### src/rtl/flow_mux_ms.sv
// Per-flow input FIFOs feeding a round-robin arbiter that emits {flow tag, pel} words.
// Define FLOW_MUX_STATS_EN to add the per-flow saturating grant_cnt output.
module flow_mux_ms #(
    parameter int DEPTH  = 16,
    parameter int FLUX   = 4,
    parameter int DATA_W = 8,
    parameter int TAG_W  = $clog2(FLUX)
) (
    input  logic                    clk,
    input  logic                    rst,
    input  logic [FLUX-1:0]         in_write,
    input  logic [FLUX*DATA_W-1:0]  in_din,
    output logic [FLUX-1:0]         in_full,
    output logic [FLUX-1:0]         in_ovf,
    output logic                    out_write,
    output logic [TAG_W+DATA_W-1:0] out_din,
    input  logic [FLUX-1:0]         out_full
`ifdef FLOW_MUX_STATS_EN
    ,
    output logic [FLUX*16-1:0]      grant_cnt
`endif
);
    localparam int AW = $clog2(DEPTH);

    logic [DATA_W-1:0] r_mem  [FLUX][DEPTH];
    logic [AW-1:0]     r_wptr [FLUX];
    logic [AW-1:0]     r_rptr [FLUX];
    logic [AW:0]       r_cnt  [FLUX];
    logic [FLUX-1:0]   r_ovf;
    logic [TAG_W-1:0]  r_last;
    logic              r_out_write;
    logic [TAG_W+DATA_W-1:0] r_out_din;

    logic [FLUX-1:0]   w_full;
    logic [FLUX-1:0]   w_elig;
    logic [FLUX-1:0]   w_push;
    logic [FLUX-1:0]   w_pop;
    logic              w_grant_vld;
    logic [TAG_W-1:0]  w_grant;

    // Full and eligibility come only from registered counts, so nothing written this cycle is visible.
    always_comb begin
        w_full = '0;
        w_elig = '0;
        for (int unsigned i = 0; i < FLUX; i++) begin
            w_full[i] = (r_cnt[i] == (AW+1)'(DEPTH));
            w_elig[i] = (r_cnt[i] != '0) && !out_full[i];
        end
    end

    always_comb begin
        logic [TAG_W-1:0] cand;
        cand        = '0;
        w_grant_vld = 1'b0;
        w_grant     = '0;
        for (int unsigned off = 0; off < FLUX; off++) begin
            cand = r_last + TAG_W'(off + 1);
            if (!w_grant_vld && w_elig[cand]) begin
                w_grant_vld = 1'b1;
                w_grant     = cand;
            end
        end
    end

    always_comb begin
        w_push = '0;
        w_pop  = '0;
        for (int unsigned i = 0; i < FLUX; i++) begin
            w_push[i] = in_write[i] && !w_full[i];
            w_pop[i]  = w_grant_vld && (w_grant == TAG_W'(i));
        end
    end

    // Storage carries no reset; emptiness is tracked entirely by the pointers and counts.
    always_ff @(posedge clk) begin
        for (int unsigned i = 0; i < FLUX; i++) begin
            if (w_push[i]) r_mem[i][r_wptr[i]] <= in_din[i*DATA_W +: DATA_W];
        end
    end

    always_ff @(posedge clk) begin
        if (rst) begin
            for (int unsigned i = 0; i < FLUX; i++) begin
                r_wptr[i] <= '0;
                r_rptr[i] <= '0;
                r_cnt[i]  <= '0;
            end
            r_ovf       <= '0;
            r_last      <= TAG_W'(FLUX - 1);
            r_out_write <= 1'b0;
            r_out_din   <= '0;
        end else begin
            for (int unsigned i = 0; i < FLUX; i++) begin
                if (w_push[i]) r_wptr[i] <= r_wptr[i] + 1'b1;
                if (w_pop[i])  r_rptr[i] <= r_rptr[i] + 1'b1;
                if (w_push[i] && !w_pop[i])      r_cnt[i] <= r_cnt[i] + 1'b1;
                else if (!w_push[i] && w_pop[i]) r_cnt[i] <= r_cnt[i] - 1'b1;
                if (in_write[i] && w_full[i]) r_ovf[i] <= 1'b1;
            end
            r_out_write <= w_grant_vld;
            if (w_grant_vld) begin
                r_out_din <= {w_grant, r_mem[w_grant][r_rptr[w_grant]]};
                r_last    <= w_grant;
            end
        end
    end

    assign in_full   = w_full;
    assign in_ovf    = r_ovf;
    assign out_write = r_out_write;
    assign out_din   = r_out_din;

`ifdef FLOW_MUX_STATS_EN
    logic [15:0] r_gcnt [FLUX];

    always_ff @(posedge clk) begin
        for (int unsigned i = 0; i < FLUX; i++) begin
            if (rst)                               r_gcnt[i] <= '0;
            else if (w_pop[i] && r_gcnt[i] != '1)  r_gcnt[i] <= r_gcnt[i] + 1'b1;
        end
    end

    always_comb begin
        grant_cnt = '0;
        for (int unsigned i = 0; i < FLUX; i++) grant_cnt[i*16 +: 16] = r_gcnt[i];
    end
`endif
endmodule

### config.mk
export PLATFORM = sky130hd
export DESIGN_NAME = flow_mux_ms
export DESIGN_NICKNAME = d
export VERILOG_FILES = /design/src/rtl/flow_mux_ms.sv
export SDC_FILE = /design/constraint.sdc
export NUM_CORES = 1
export LEC_CHECK = 0
export CORE_ASPECT_RATIO = 0.75
export CORE_UTILIZATION = 35
export CTS_CLUSTER_DIAMETER = 150
export DETAILED_ROUTE_END_ITERATION = 7
export PLACE_DENSITY_LB_ADDON = 0.05
export SLEW_MARGIN = 20
export SYNTH_ARGS = -nofsm -noshare
export SYNTH_HDL_FRONTEND = slang
export SYNTH_SLANG_ARGS = --single-unit
### constraint.sdc
create_clock -name clk -period 10.1 [get_ports clk]
set_clock_uncertainty 0.2 [all_clocks]
set_input_delay 2.02 -clock clk [delete_from_list [all_inputs] [get_ports clk]]
set_output_delay 2.02 -clock clk [all_outputs]
set_load 0.02 [all_outputs]
==> metrics.yaml, run 1 <==
required_ps: 10410
cts_sinks: 581
rsz0062_at_grt: "no"
hold_viol: 0
dr.pass1.iters: 5
synth_fp_nets: 1992
synth_cells: 1915
grt_pass1_vias: 15700
hold_class: "flop to flop"
ys_ff_latch: 581
hold_buffers: 0
syn_area_um2: 24700
finalSetupViolCount: 0
irDropWorstVdd_mv: 0.139
fin_util_pct: 40.6
end_kind: "flop"
cp_max_fo: 66
clk_pin_slew_ps: 60
cts_tree: "yes"
synth_edf_count: 564
power_density_nw_per_um2: 279
coreArea_um2: 70000
final_cells: 2949
seq_area_frac_synth_pct: 69.8
leakage_uw: 0.00966
dpl-instance-area_um2: 26400
fin_crit_sh_pct: 69.9
die_y_um: 232
grt_pass1_wl_mm: 123
synth_cell_types: 55
timing.max_cap.violations: 0
fmax_ghz: 0.142
pin_count: 61
ant_nets: 0
tightest_slew_ps: 1150
start_util_pct: 35.4
dp.cells: 2839
synthTopCellsByArea: "edfxtp_1, nand2_1, nand3_1"
fin_crit_ps: 7060
drtIter0Drc: 2162
fin_nets: 2032
htree_levels: 2
antenna_found_initial: 17
dpl.hpwl_mm: 54.3
synth_top_cell_by_area: "edfxtp_1"
post_cts_resized: 0
grtUsageTotal_pct: 24.7
post_drt_via_cell_ratio: 5.60
reg2reg_depth: 10
yosysMostFrequentCell: "edfxtp_1"
postCtsSetupBuffers: 0
wirelength_mm: 88.2
critical_path.max_stage_delay_ps: 1050
cp_top_family: "compound AO/OA/AOI/OAI gates"
crit_chain: "clkdlybuf4s50_1, a31oi_4, a221oi_4, o21a_4, mux4_4, buf_4, a31oi_1, a311oi_1, o41ai_1, a221o_1"
ys_async_sr_fraction_pct: 0
rows: 84
die_area_um2: 71800
cts_made_buffers: 60
cts_buffer_depth: 3
cp_slowest_cell: "mux4_4"
num_vias: 16500
drive_gt1_share_pct: 9.44
critical_path_class: "input port to flop"
status: "completed"
path_buf_inv: 2
synth_top_area_share_pct: 68.4
finalInstanceArea_um2: 28400
yosysWarningCount: 0
area_growth_pct: 14.7
grt_overflow_total: 0
startpoint_type: "input port"
synth-main-ff-cell: "edfxtp_1"
io_buffers: 60
cts-root-buf: "clkbuf_16"
drc: 0
fp.dieW_um: 309
grt_max_degree: 104
min_delay_path_depth: 2
syn_avg_cell_area_um2: 12.9
place_congestion: 0.883
max-slew-margin-rel_pct: 23.0
slew_viol_final: 0
setup-tns-final_ps: 0
worstPathArrival_ps: 7370
synth_top_cells_by_count: "edfxtp_1, nand2_1, nand3_1"
wl_per_cell_um: 29.9
cp.depth: 10
clock_latency_ps: 650
[worst paths after layout]
path                                           startpoint                      end  slack [ps]
worst min-delay path               in_ovf[0]$_SDFFE_PP0P_   in_ovf[0]$_SDFFE_PP0P_         270
worst max-delay path                          out_full[3]  out_din[5]$_SDFFE_PP0P_        3040
worst max register to register  r_cnt[1][0]$_SDFFCE_PN0P_  out_din[5]$_SDFFE_PP0P_        4000
worst min register to register     in_ovf[0]$_SDFFE_PP0P_   in_ovf[0]$_SDFFE_PP0P_         270
[sequential cells by signal, summed over array words and instances (netlist names)]
signal     flops
r_wptr        16
r_mem        512
out_write      1
in_ovf         4
r_cnt         20
r_rptr        16
r_last         2
out_din       10
[worst register-to-register path, cell delays in order, from the launching register on]
cell and delay (ps):
edfxtp_1 490, nor4_4 440, a21oi_2 180, a221oi_4 760, o21a_4 770, mux4_4 1090
buf_4 590, a31oi_1 170, a311oi_1 840, o41ai_1 170, a221o_1 290
[routing by layer]
| metal | up-vias | routed length, um | GRT usage [%] |
|---|---|---|---|
| met5 | - | 0 | 0 |
| met4 | 0 | 2280 | 7.04 |
| met3 | 112 | 7050 | 4.33 |
| met2 | 673 | 38100 | 36.0 |
| met1 | 8438 | 40800 | 37.3 |
| li1 | 7287 | - | - |
[metrics by stage]
stage	hold WS, ps	worst slack (ps)	total power (uW)
5_1_grt	291	2720	8270
3_5_place_dp	259	2570	5680
3_3_place_gp	249	2610	5670
6_report	268	3040	7930
2_1_floorplan	263	4610	4580
4_1_cts	273	3230	7960
[report_power, final]
group,switching (uW),internal [uW]
Clock,968,1320
Sequential,110,2810
Combinational,1970,767
Total,3040,4890
[area by class of cell]
type	count	area, um^2
fill	6602	41600
tap	946	1180
clock buffer	82	1610
antenna	1	2.50
timing repair buffer	108	963
multi-input combinational	1156	6820
sequential	581	17300
clock inverter	27	353
inverter	48	180
[kinds of logic (layout without fill, tap and decap cells)]
group / after synthesis / after routing / share of synthesized area (%)
compound gates: 308 / 308 / 9.02
xor+xnor: 25 / 25 / 0.885
fa+ha+maj: 35 / 35 / 1.86
buf+inv: 178 / 265 / 3.01
flops: 581 / 581 / 69.8
mux: 27 / 27 / 1.31
other cells: 0 / 1 / 0
simple gates: 761 / 761 / 14.1
[cell usage in the layout, fill, tap and decap left out, types with 23 or more instances in the layout]
cell type	n
and2_1	29
a31oi_1	112
nand2_1	325
clkdlybuf4s50_1	53
nor3_1	23
clkbuf_16	60
ha_1	32
a311oi_1	25
nor2_1	83
nand3_1	182
buf_4	45
inv_1	48
and3_1	75
a21oi_1	43
o211ai_1	48
edfxtp_1	564
Power figures use the tool's default switching activity.
==> run 2, diff against run 1 <==
clock period = 5.85 ns   (was 10.1 ns; I/O delays follow)
==> run 2 against run 1 <==
The flow now finishes with violations (DRC). Wire length fell by 1.2%. Sequential power is 73% higher. Clock power is 89% higher. Via count grew 0.97%. Largest power group unchanged. Non-clock buffer count increased by 29. Cell area is 1.8% higher. Worst setup slack worse by 1800 ps. Die area unchanged.
==> metrics.yaml, run 2 (same netlist as run 1, synthesis figures left out) <==
status: "complete, but fails checks"
violations: "DRC"
critical_path_class: "input port to flop"
tightest_slew_ps: 1120
cp_max_fo: 38
cts_tree: "yes"
finalSetupViolCount: 0
leakage_uw: 0.00996
clockPowerShare_pct: 30.2
io_buffers: 60
dr.pass1.iters: 7
clock_latency_ps: 610
irDropWorstVdd_mv: 0.229
cts-root-buf: "clkbuf_16"
place_congestion: 0.854
hold_buffers: 0
antenna_found_initial: 13
cts_buffer_depth: 3
fin_nets: 2067
finalInstanceArea_um2: 28900
ant_nets: 0
end_kind: "flop"
grt_pass1_vias: 15800
power_density_nw_per_um2: 495
timing.final.ws_setup_ps: 1200
p_sw_share_pct: 37.0
drive_gt1_share_pct: 10.9
grt_util_met1_pct: 36.4
drtIter0Drc: 1789
pwr-share-seq_pct: 35.1
hold_class: "flop to flop"
clk_pin_slew_ps: 60
setup-tns-final_ps: 0
worstPathArrival_ps: 4990
rsz0062_at_grt: "no"
r2r_slack_ps: 1270
coreArea_um2: 70000
grt_pass1_wl_mm: 122
area_growth_pct: 16.8
p_sw_uw: 5300
pin_count: 61
cts_made_buffers: 66
fin_crit_ps: 4650
use_met3_pct: 5.59
grt_max_degree: 110
p_int_uw: 9010
hold_viol: 0
wl_per_cell_um: 29.2
min_delay_path_depth: 2
mostFrequentLayoutCell: "edfxtp_1"
fmax_ghz: 0.215
grt_overflow_total: 0
die_y_um: 232
start_util_pct: 35.4
met2_usage_pct: 35.9
post_drt_via_cell_ratio: 5.58
p_comb_share_pct: 34.7
grt_most_used_layer: "met1"
timing.max_cap.violations: 0
grtUsageTotal_pct: 24.5
final_cell_mix: "edfxtp_1, nand2_1, nand3_1"
drc: 4
startpoint_type: "input port"
reg2reg_depth: 11
required_ps: 6200
htree_levels: 3
fp.dieW_um: 309
max-slew-margin-rel_pct: 25.1
dpl.hpwl_mm: 53.9
cts_sinks: 581
post_cts_resized: 0
wirelength_mm: 87.2
rows: 84
largest_reg_flops: 512
die_area_um2: 71800
pre_cts_ws_ps: 624
postCtsSetupBuffers: 0
dpl-instance-area_um2: 26700
fin_crit_sh_pct: 79.4
num_vias: 16700
slew_viol_final: 0
## run 2: cell count changes in the layout (fill, tap and decap cells not counted), sizes merged
cell,before,now
clkbuf,82,90
diode,1,2
clkdlybuf4s50,53,51
buf,55,86
clkinv,14,16
inv,49,50
clkinvlp,4,0
bufinv,8,9
## run 2: final timing paths
check                                 start                      end
setup reg to reg  r_cnt[0][0]$_SDFFCE_PN0P_  out_din[4]$_SDFFE_PP0P_
hold reg to reg      in_ovf[0]$_SDFFE_PP0P_   in_ovf[0]$_SDFFE_PP0P_
hold / removal       in_ovf[0]$_SDFFE_PP0P_   in_ovf[0]$_SDFFE_PP0P_
setup / recovery                out_full[3]  out_din[4]$_SDFFE_PP0P_
## run 2: critical path, cell delays in order
cell and delay, ps:
clkdlybuf4s50_1 450, a31oi_4 340, a221oi_4 140, buf_4 230, o21ai_4 780, buf_12 300
nand2_1 70, and3_1 230, o311ai_1 490, a21oi_1 160, o41ai_1 420, a221o_1 170
## run 2: cell type report
class / count / area [um^2]
diodes: 2 / 5.00
clock buffers: 90 / 1850
well taps: 946 / 1180
inverters: 48 / 180
multi-input cells: 1156 / 6810
clock inverters: 27 / 353
fillers: 6543 / 41100
repair buffers: 137 / 1260
flip-flops and latches: 581 / 17300
## run 2: power by group through the flow
stage                     Clock, uW  Combinational, uW  Sequential (uW)
final                          4320               4970             5020
after global routing           4530               5330             5050
after CTS                      4390               4950             5030
after detailed placement          0               4930             5110
after global placement            0               4930             5110
after floorplan                   0               2840             5060
## run 2: through the flow
step                total power, uW  std cells  util [%]  hold WS (ps)
global route                  14900       2985      41.3           327
global placement              10000       2868      38.1           251
finish                        14300       2987      41.3           265
floorplan                      7900       1915         -           263
detailed placement            10000       2868      38.2           261
CTS                           14400       2985      41.3           275
## run 2: routing by layer
| metal | part of all wire, % | routed length, um |
|---|---|---|
| met4 | 2.2 | 1890 |
| met5 | 0.015 | 13 |
| met1 | 46 | 40400 |
| met2 | 44 | 37900 |
| met3 | 7.9 | 6900 |
